## src/rtl/nes_joypad_port.sv

```systemverilog
// CPU-side responder for the NES controller ports at $4016/$4017: strobe latch,
// per-port serial shift registers, and vblank-paced turbo A/B.
module nes_joypad_port #(
  parameter int TURBO_FRAMES = 2,
  parameter bit P2_EN        = 1'b1
) (
  input  logic        i_cpu_clk,
  input  logic        i_rstn_nes,
  input  logic        i_bus_en,
  input  logic [15:0] i_bus_addr,
  input  logic        i_bus_wn,
  input  logic [7:0]  i_bus_wdata,
  input  logic        i_vblank,
  input  logic [9:0]  i_jp_vec_1p,
  input  logic [9:0]  i_jp_vec_2p,
  output logic        o_sel,
  output logic [7:0]  o_rdata
);

  localparam logic [3:0] TURBO_LAST = 4'(TURBO_FRAMES - 1);

  logic       addr_p1;
  logic       addr_p2;
  logic       rd_access;
  logic       strobe_wr;
  logic [1:0] port_addr;
  logic [1:0] port_bit;

  logic       strobe_reg;
  logic       strobe_next;
  logic       vblank_d_reg;
  logic       vblank_rise;
  logic [3:0] turbo_cnt_reg;
  logic [3:0] turbo_cnt_next;
  logic       phase_reg;
  logic       phase_next;

  // Only bit 0 of the strobe write carries meaning.
  logic unused_wdata;
  assign unused_wdata = ^i_bus_wdata[7:1];

  assign addr_p1   = (i_bus_addr == 16'h4016);
  assign addr_p2   = (i_bus_addr == 16'h4017);
  assign o_sel     = i_bus_en && (addr_p1 || addr_p2);
  assign rd_access = o_sel && i_bus_wn;
  assign strobe_wr = i_bus_en && !i_bus_wn && addr_p1;
  assign port_addr = {addr_p2, addr_p1};

  assign vblank_rise = i_vblank && !vblank_d_reg;

  always_comb begin
    strobe_next    = strobe_reg;
    turbo_cnt_next = turbo_cnt_reg;
    phase_next     = phase_reg;
    if (strobe_wr) begin
      strobe_next = i_bus_wdata[0];
    end
    if (vblank_rise) begin
      if (turbo_cnt_reg == TURBO_LAST) begin
        turbo_cnt_next = 4'd0;
        phase_next     = !phase_reg;
      end else begin
        turbo_cnt_next = turbo_cnt_reg + 4'd1;
      end
    end
  end

  always_ff @(posedge i_cpu_clk or negedge i_rstn_nes) begin
    if (!i_rstn_nes) begin
      strobe_reg    <= 1'b0;
      vblank_d_reg  <= 1'b0;
      turbo_cnt_reg <= 4'd0;
      phase_reg     <= 1'b0;
    end else begin
      strobe_reg    <= strobe_next;
      vblank_d_reg  <= i_vblank;
      turbo_cnt_reg <= turbo_cnt_next;
      phase_reg     <= phase_next;
    end
  end

  genvar gi;
  generate
    for (gi = 0; gi < 2; gi++) begin : g_port
      logic [9:0] vec;
      logic       a_eff;
      logic       b_eff;
      logic [7:0] load_byte;
      logic [7:0] sreg_reg;
      logic [7:0] sreg_next;
      logic       raw_bit;

      assign vec   = (gi == 0) ? i_jp_vec_1p : i_jp_vec_2p;
      assign a_eff = vec[5] | (vec[3] & phase_reg);
      assign b_eff = vec[4] | (vec[2] & phase_reg);
      // Shifted out LSB first: A, B, select, start, up, down, left, right.
      assign load_byte = {vec[6], vec[7], vec[8], vec[9], vec[0], vec[1], b_eff, a_eff};

      always_comb begin
        sreg_next = sreg_reg;
        if (strobe_reg) begin
          sreg_next = load_byte;
        end else if (rd_access && port_addr[gi]) begin
          sreg_next = {1'b1, sreg_reg[7:1]};
        end
      end

      always_ff @(posedge i_cpu_clk or negedge i_rstn_nes) begin
        if (!i_rstn_nes) begin
          sreg_reg <= 8'hFF;
        end else begin
          sreg_reg <= sreg_next;
        end
      end

      assign raw_bit       = strobe_reg ? a_eff : sreg_reg[0];
      assign port_bit[gi]  = (gi == 1 && !P2_EN) ? 1'b0 : raw_bit;
    end
  endgenerate

  always_comb begin
    o_rdata = 8'h40;
    if (rd_access) begin
      o_rdata = {7'b0100000, addr_p2 ? port_bit[1] : port_bit[0]};
    end
  end

endmodule

```

## config.mk

```make
export PLATFORM = sky130hd
export DESIGN_NAME = nes_joypad_port
export DESIGN_NICKNAME = d
export VERILOG_FILES = /design/src/rtl/nes_joypad_port.sv
export SDC_FILE = /design/constraint.sdc
export NUM_CORES = 1
export LEC_CHECK = 0
export BUFFER_PORTS_ARGS = -buffer_cell sky130_fd_sc_hd__buf_2
export CORE_ASPECT_RATIO = 0.5
export CORE_UTILIZATION = 36
export DETAILED_ROUTE_END_ITERATION = 16
export PLACE_DENSITY = 0.72
export SLEW_MARGIN = 40
export SYNTH_ARGS = -nofsm -noshare
export SYNTH_HDL_FRONTEND = slang
export SYNTH_SLANG_ARGS = --single-unit
```

## constraint.sdc

```tcl
create_clock -name i_cpu_clk -period 2.7 [get_ports i_cpu_clk]
set_input_delay 0.405 -clock i_cpu_clk [delete_from_list [all_inputs] [get_ports i_cpu_clk]]
set_output_delay 0.405 -clock i_cpu_clk [all_outputs]
set_load 0.01 [all_outputs]
```

Yosys cells after proc, flatten, opt, wreduce, memory -nomap -nowiden

Index checks and enable logic that the tools add are counted.

Flip-flop bits (word level): 23
Input bits: 49
Output and inout bits: 9
Logic and storage cells: 41

Add/sub/neg operators: 1
Equal/unequal tests: 3
Multiplexer cells: 9
Bitwise operators: 8
Reductions and logical operators: 14

Operator list:

| kind                                                              | count |
|---|---|
| 16-bit by 15-bit == test with 1-bit output, second input constant | 2 |
| 8-bit 2-to-1 mux                                                  | 4 |
| 1-bit logical AND                                                 | 7 |
| 4-bit by 1-bit adder with 4-bit output, second input constant     | 1 |
| 1-bit bitwise AND                                                 | 4 |
| 4-bit by 1-bit == test with 1-bit output, second input constant   | 1 |
| 1-bit 2-to-1 mux                                                  | 4 |
| 4-bit 2-to-1 mux                                                  | 1 |
| 1-bit bitwise OR                                                  | 4 |
| 2-bit nonzero test                                                | 2 |
| 1-bit logical NOT                                                 | 3 |
| 2-bit AND reduction                                               | 1 |
| 1-bit logical OR                                                  | 1 |

Logic depth before layout (Yosys ltp)

Gate-level depths: netlist (run 1).

Depth in word-level cells: 7
Gate-level depth with buffers: 7
Depth with buffers taken out: 5

Worst setup path after synthesis (run 1)

No wires, ideal clock.

Path kind: input to output
Start point: input port i_bus_addr[8]
End point: output port o_rdata[0]
Arrival: 2025 ps
Required time: 2295 ps
Slack: 270 ps
Stages on the path: 5
Path buffers: 2
Cell sequence: or4b_1 > or4_1 > buf_6 > buf_6 > a2111oi_2

Word-level cells in the longest chain between the ends: 5
Elaborated cells on any way between the ends: 7
Those cells by class: 2 x eq/ne; 2 x mux; 3 x reduce/logical

RTL lines:

| item                                                                 | RTL line | RTL |
|---|---|---|
| start, declared                                                      | 10       | `input logic [15:0] i_bus_addr,` |
| 16-bit by 15-bit == test with 1-bit output, on equally long branches | 42, 43   |  |
| 1-bit logical OR                                                     | 44       | `assign o_sel = i_bus_en && (addr_p1 \|\| addr_p2);` |
| 1-bit logical AND                                                    | 44       |  |
| 1-bit logical AND                                                    | 45       | `assign rd_access = o_sel && i_bus_wn;` |
| 1-bit 2-to-1 mux (*)                                                 | 123      | `if (rd_access) begin` |
| end, declared                                                        | 17       | `output logic [7:0] o_rdata` |

Mark *: on every way between the ends. The rest lies on a longest branch, timed or not.

Worst setup path in the final report (run 1)

Same ends and word-level chain as after synthesis.

==> results of run 1 <==
[routing by layer]
layer | global-route usage, % | up-vias
met4 | 4.33 | 0
met1 | 18.2 | 525
met2 | 27.6 | 34
met5 | 0 | -
met3 | 3.73 | 0
li1 | - | 526
[critical path: stages]
cell and delay, ns:
buf_2 0.09, or4b_1 0.49, or4_1 0.67, a2111oi_2 0.25
buf_2 0.18
[final timing paths]
kind,startpoint,end
min,i_rstn_nes,strobe_reg
max in group asynchronous,i_rstn_nes,g_port[0].sreg_reg[6]
min reg2reg,turbo_cnt_reg[0],turbo_cnt_reg[0]
max reg2reg,vblank_d_reg,phase_reg
max,i_bus_addr[8],o_rdata[0]
min in group i_cpu_clk,i_vblank,vblank_d_reg
[area by class of cell]
| cell class | count | area, sq um | share of cell area, % |
|---|---|---|---|
| clock buffers | 4 | 45.0 | 2.98 |
| repair buffers | 46 | 238 | 15.7 |
| well taps | 48 | 60.1 | 3.97 |
| multi-input cells | 87 | 559 | 36.9 |
| flip-flops and latches | 23 | 596 | 39.3 |
| inverters | 3 | 16.3 | 1.07 |
[logic make-up after synthesis]
kind of cell           after synthesis  synth area share [%]
flip-flops                          23                  46.9
buffers and inverters               18                  10.6
XOR/XNOR                             4                  2.76
AND/OR/NAND/NOR                     20                  10.2
multiplexers                         2                  1.77
AO/OA/AOI/OAI                       54                  27.2
other                                2                 0.591
[through the flow]
| stage | power [mW] | hold WS, ns | cells |
|---|---|---|---|
| 3_3_place_gp | 0.470 | 0.406 | 207 |
| 3_5_place_dp | 0.473 | 0.413 | 207 |
| 4_1_cts | 0.683 | 0.125 | 211 |
| 6_report | 0.670 | 0.115 | 211 |
| 2_1_floorplan | 0.433 | 0.109 | 128 |
| 5_1_grt | 0.712 | 0.141 | 211 |
[cells in the final DEF (no fill, tap or decap), drive strengths merged, types with 2 or more instances in the layout]
cell type	n
conb	7
nand2	5
a211oi	2
buf	46
or4b	3
clkbuf	4
mux2	2
a22oi	2
nand2b	2
dfrtp	7
o21ai	19
nor2b	2
a31oi	14
a2bb2oi	10
xnor2	3
dfstp	16
inv	2
a21oi	6
[where the power goes]
group          switching [mW]  internal, mW  total (mW)
clock network          0.0992         0.105       0.204
logic                  0.0415        0.0424      0.0840
registers              0.0183         0.364       0.382
total                   0.159         0.511       0.670
==> impl_metrics.tcl, run 1 <==
set metrics [dict create \
    nFillCells 304 \
    syn_area_sq_mm 0.00127 \
    fin_crit_ns 2.50 \
    worstPathArrival_ns 2.09 \
    reg2reg_slack_ns 1.39 \
    power_density_mw_per_mm2 443 \
    synth.avg_cell_area_sq_um 10.3 \
    ir_worst_vdd_mv 0.205 \
    clk_latency_ns 0.26 \
    start_util_pct 40.1 \
    portBuffers 43 \
    slew_headroom_pct 65.2 \
    wl_per_cell_um 12.6 \
    hold_path_class "in -> async" \
    synthArstFlopShare_pct 100 \
    postCtsResizedCells 0 \
    wl_met3_um 122 \
    pre_cts_slack_ns 0.199 \
    yosysWarningCount 0 \
    required_ns 2.30 \
    final_core_util_pct 47.8 \
    std_cell_rows 14 \
    drt-total-wl_um 2660 \
    die_w_um 86.0 \
    setup_ws_ns 0.204 \
    rsz0062_at_grt "no" \
    dr_wl_met2_um 1380 \
    cts_setup_buffers 0 \
    synth_top_area_share_pct 33.1 \
    vias 1085 \
    core-area_sq_mm 0.00317 \
    vias_per_cell 5.14 \
    yosysMostFrequentCell "dfstp_2" \
    root_buffer "clkbuf_8" \
    worst_slew_pin_slew_ns 0.521 \
    clock_skew_ns 0.00224 \
    dp_hpwl_um 1980 \
    cts.hold.buffers_added 0 \
    fp.dieH_um 44.0 \
    synth.area.top_cells "dfstp_2, dfrtp_1, a2bb2oi_1, a31oi_1, o21ai_0" \
    largest_reg_flops 16 \
    gp_congestion 0.705 \
    areaGrowthSynthToFinish_pct 19.1 \
    clk_pin_slew_worst_paths_ns 0.07 \
    wl_met1_um 1160 \
    path_class "in -> out" \
    nets 213 \
    dr.pass1.iters 4 \
    cts_buffer_depth 2 \
    grt_pass1_vias 1065 \
    antenna_found_initial 0 \
    drt_iter0_drc 64 \
    setup_violations 0 \
    final_layout_size_suffix_gt1_share_pct 42.9 \
    ys_seq_elements 23 \
    grt-ovfl-total 0 \
    yosys.area.top_type "dfstp_2" \
    synth_common_cells "dfstp_2, a31oi_1, o21ai_0, a2bb2oi_1, o21ai_1" \
    synth_seq_area_share_pct 46.9 \
    cp-end-kind "output port" \
    grt_pass1_wl_um 4510 \
    drc 0 \
    grt_usage_pct 15.1 \
    die-area_sq_mm 0.00379 \
    cts_max_level 1 \
    drv_cap 0 \
    final_area_sq_mm 0.00151 \
    status "complete, no violations" \
    start_kind "input port" \
    routed.top_layer "met3" \
    leakage_nw 0.640 \
    postRouteAntennaNets 0 \
    slew_viol_final 0 \
    ff2ff_path_depth 4 \
    numCtsBuffers 3 \
    netlist_instances 123 \
    fin_crit_sh_pct 92.5 \
    hold_viol_final 0 \
    grt_start_max_net_pins 24 \
    ys.flop_type "dfstp_2" \
    synth_cell_types 34 \
    finalSetupTns_ns 0 \
    diodes 0 \
    num_io_pins 58 \
    cts_tree "built" \
    placement.cell_area_sq_mm 0.00147 \
    cts.sinks 23 \
    fmax_mhz 401 \
    worstPathMaxFanout 4 \
    synth_edf_count 0 \
]
No activity file was read; power rests on OpenSTA's default activity.
==> run 2: changes to the inputs <==
--- a/config.mk
+++ b/config.mk
@@ -5,11 +5,11 @@
 export SDC_FILE = /design/constraint.sdc
 export NUM_CORES = 1
 export LEC_CHECK = 0
-export BUFFER_PORTS_ARGS = -buffer_cell sky130_fd_sc_hd__buf_2
 export CORE_ASPECT_RATIO = 0.5
 export CORE_UTILIZATION = 36
 export DETAILED_ROUTE_END_ITERATION = 16
-export PLACE_DENSITY = 0.72
+export DONT_BUFFER_PORTS = 1
+export PLACE_DENSITY = 0.58
 export SLEW_MARGIN = 40
 export SYNTH_ARGS = -nofsm -noshare
 export SYNTH_HDL_FRONTEND = slang
==> constraint.sdc (replaced) <==
create_clock -name i_cpu_clk -period 2.75 [get_ports i_cpu_clk]
set_input_delay 0.4125 -clock i_cpu_clk [delete_from_list [all_inputs] [get_ports i_cpu_clk]]
set_output_delay 0.4125 -clock i_cpu_clk [all_outputs]
set_load 0.01 [all_outputs]
==> run 2 against run 1 <==
Critical path depth is 1 lower; worst hold slack better by 0.0045 ns; first-iteration DRC count decreased by 36%; global-route usage down 0.75 points; combinational power shrank 37%; cell count shrank 20%; count of clock-buffer cells in the layout unchanged; critical endpoint is now o_sel.
==> impl_metrics.tcl, run 2 (synthesis gave the netlist of run 1 again) <==
set metrics [dict create \
    status "complete, no violations" \
    final_common_cell "dfstp_2" \
    largest_reg_flops 16 \
    dp_hpwl_um 1740 \
    hold_path_class "in -> async" \
    final_core_util_pct 40.9 \
    postRouteAntennaNets 0 \
    clock_skew_ns 0.00350 \
    slew_headroom_pct 65.4 \
    antenna_found_initial 0 \
    setup_ws_ns 0.456 \
    areaGrowthSynthToFinish_pct 1.97 \
    fin_crit_sh_pct 83.4 \
    rsz0062_at_grt "no" \
    die-area_sq_mm 0.00379 \
    slowest_stage "or4_1" \
    cts_max_level 1 \
    grt_usage_pct 14.4 \
    ir_worst_vdd_mv 0.257 \
    postCtsResizedCells 0 \
    num_io_pins 58 \
    wl_per_cell_um 15.1 \
    cp-end-kind "output port" \
    fmax_mhz 436 \
    grt_pass1_vias 891 \
    worstPathArrival_ns 1.88 \
    vias_per_cell 5.48 \
    clk_latency_ns 0.26 \
    root_buffer "clkbuf_8" \
    placedCellCount 163 \
    cts_tree "built" \
    power_density_mw_per_mm2 491 \
    gp_congestion 0.752 \
    required_ns 2.34 \
    path_class "in -> out" \
    start_util_pct 40.1 \
    drc 0 \
    die_w_um 86.0 \
    grt_start_max_net_pins 24 \
    clk_pin_slew_worst_paths_ns 0.08 \
    core-area_sq_mm 0.00317 \
    std_cell_rows 14 \
    start_kind "input port" \
    cpPeakStageDelay_ns 0.59 \
    dr.pass1.iters 4 \
    pre_cts_slack_ns 0.421 \
    grt_pass1_wl_um 4160 \
    portBuffers 0 \
    slew_viol_final 0 \
    drt-total-wl_um 2540 \
    fin_crit_ns 2.29 \
    cts_buffer_depth 2 \
    cts.sinks 23 \
    worstPathMaxFanout 17 \
    worstPathCellList "or4b_1 > or4_1 > buf_4 > clkinv_4" \
    vias 921 \
    drv_cap 0 \
    final_layout_size_suffix_gt1_share_pct 22.5 \
    stdcell_count 168 \
    nets 170 \
    numCtsBuffers 3 \
    finalSetupTns_ns 0 \
    drt_iter0_drc 41 \
    diodes 0 \
    worst_slew_pin_slew_ns 0.518 \
    p_total_mw 0.637 \
    fp.dieH_um 44.0 \
    hold_viol_final 0 \
    grt-ovfl-total 0 \
    final_cell_mix "dfstp_2, a31oi_1, o21ai_0" \
    setup_violations 0 \
    leakage_nw 0.467 \
]
-- run 2: cell count changes in the layout (fill, tap and decap cells not counted), sizes merged --
| cell | previous run | this run |
|---|---|---|
| buf | 46 | 3 |
-- run 2: metrics by stage --
stage	instance area [sq um]	hold slack (ns)
5_1_grt	1300	0.144
3_3_place_gp	1250	0.118
2_1_floorplan	1290	0.117
3_5_place_dp	1250	0.118
4_1_cts	1300	0.165
6_report	1300	0.119
-- run 2: what timing repair did --
item                                    CTS  global route
endpoints found under the setup margin    0             0
hold buffers                              1             0
hold endpoints to repair                 23             0
buffers inserted                          0             0
-- run 2: cell type report --
cell class / count / area, sq um
inverter: 3 / 16.3
multi-input combinational: 87 / 559
sequential: 23 / 596
fill: 316 / 1870
clock buffer: 4 / 45.0
timing repair buffer: 3 / 20.0
tap: 48 / 60.1
-- run 2: path summary, 6_finish.rpt --
path	start	cells after the start	slack, ns	end
setup / recovery	i_bus_addr[8]	4	0.46	o_sel
hold / removal	i_rstn_nes	1	0.12	turbo_cnt_reg[3]
setup reg to reg	vblank_d_reg	4	1.44	phase_reg
hold reg to reg	turbo_cnt_reg[0]	1	0.48	turbo_cnt_reg[0]
max in group asynchronous	i_rstn_nes	1	2.27	g_port[0].sreg_reg[7]
min in group i_cpu_clk	i_vblank	0	0.18	vblank_d_reg
-- run 2: layer usage --
layer  track usage [%]  part of all wire [%]  vias up  wire length [um]
met1              18.2                    48      454              1210
li1                  -                     -      443                 -
met3              3.92                   3.5        2                88
met5                 0                     0        -                 0
met4              4.00                  0.75        0                19
met2              24.8                    48       22              1220
-- run 2: power breakdown --
| group | switching [mW] | internal (mW) | leakage, nW |
|---|---|---|---|
| Clock | 0.104 | 0.103 | 0.0228 |
| Sequential | 0.0194 | 0.357 | 0.256 |
| Combinational | 0.0308 | 0.0224 | 0.188 |
| Total | 0.154 | 0.483 | 0.467 |
-- run 2: critical path, delay by kind of cell --
kind,cells,cell delay [ns]
and+or+nand+nor,2,1.09
buffers and inverters,2,0.38
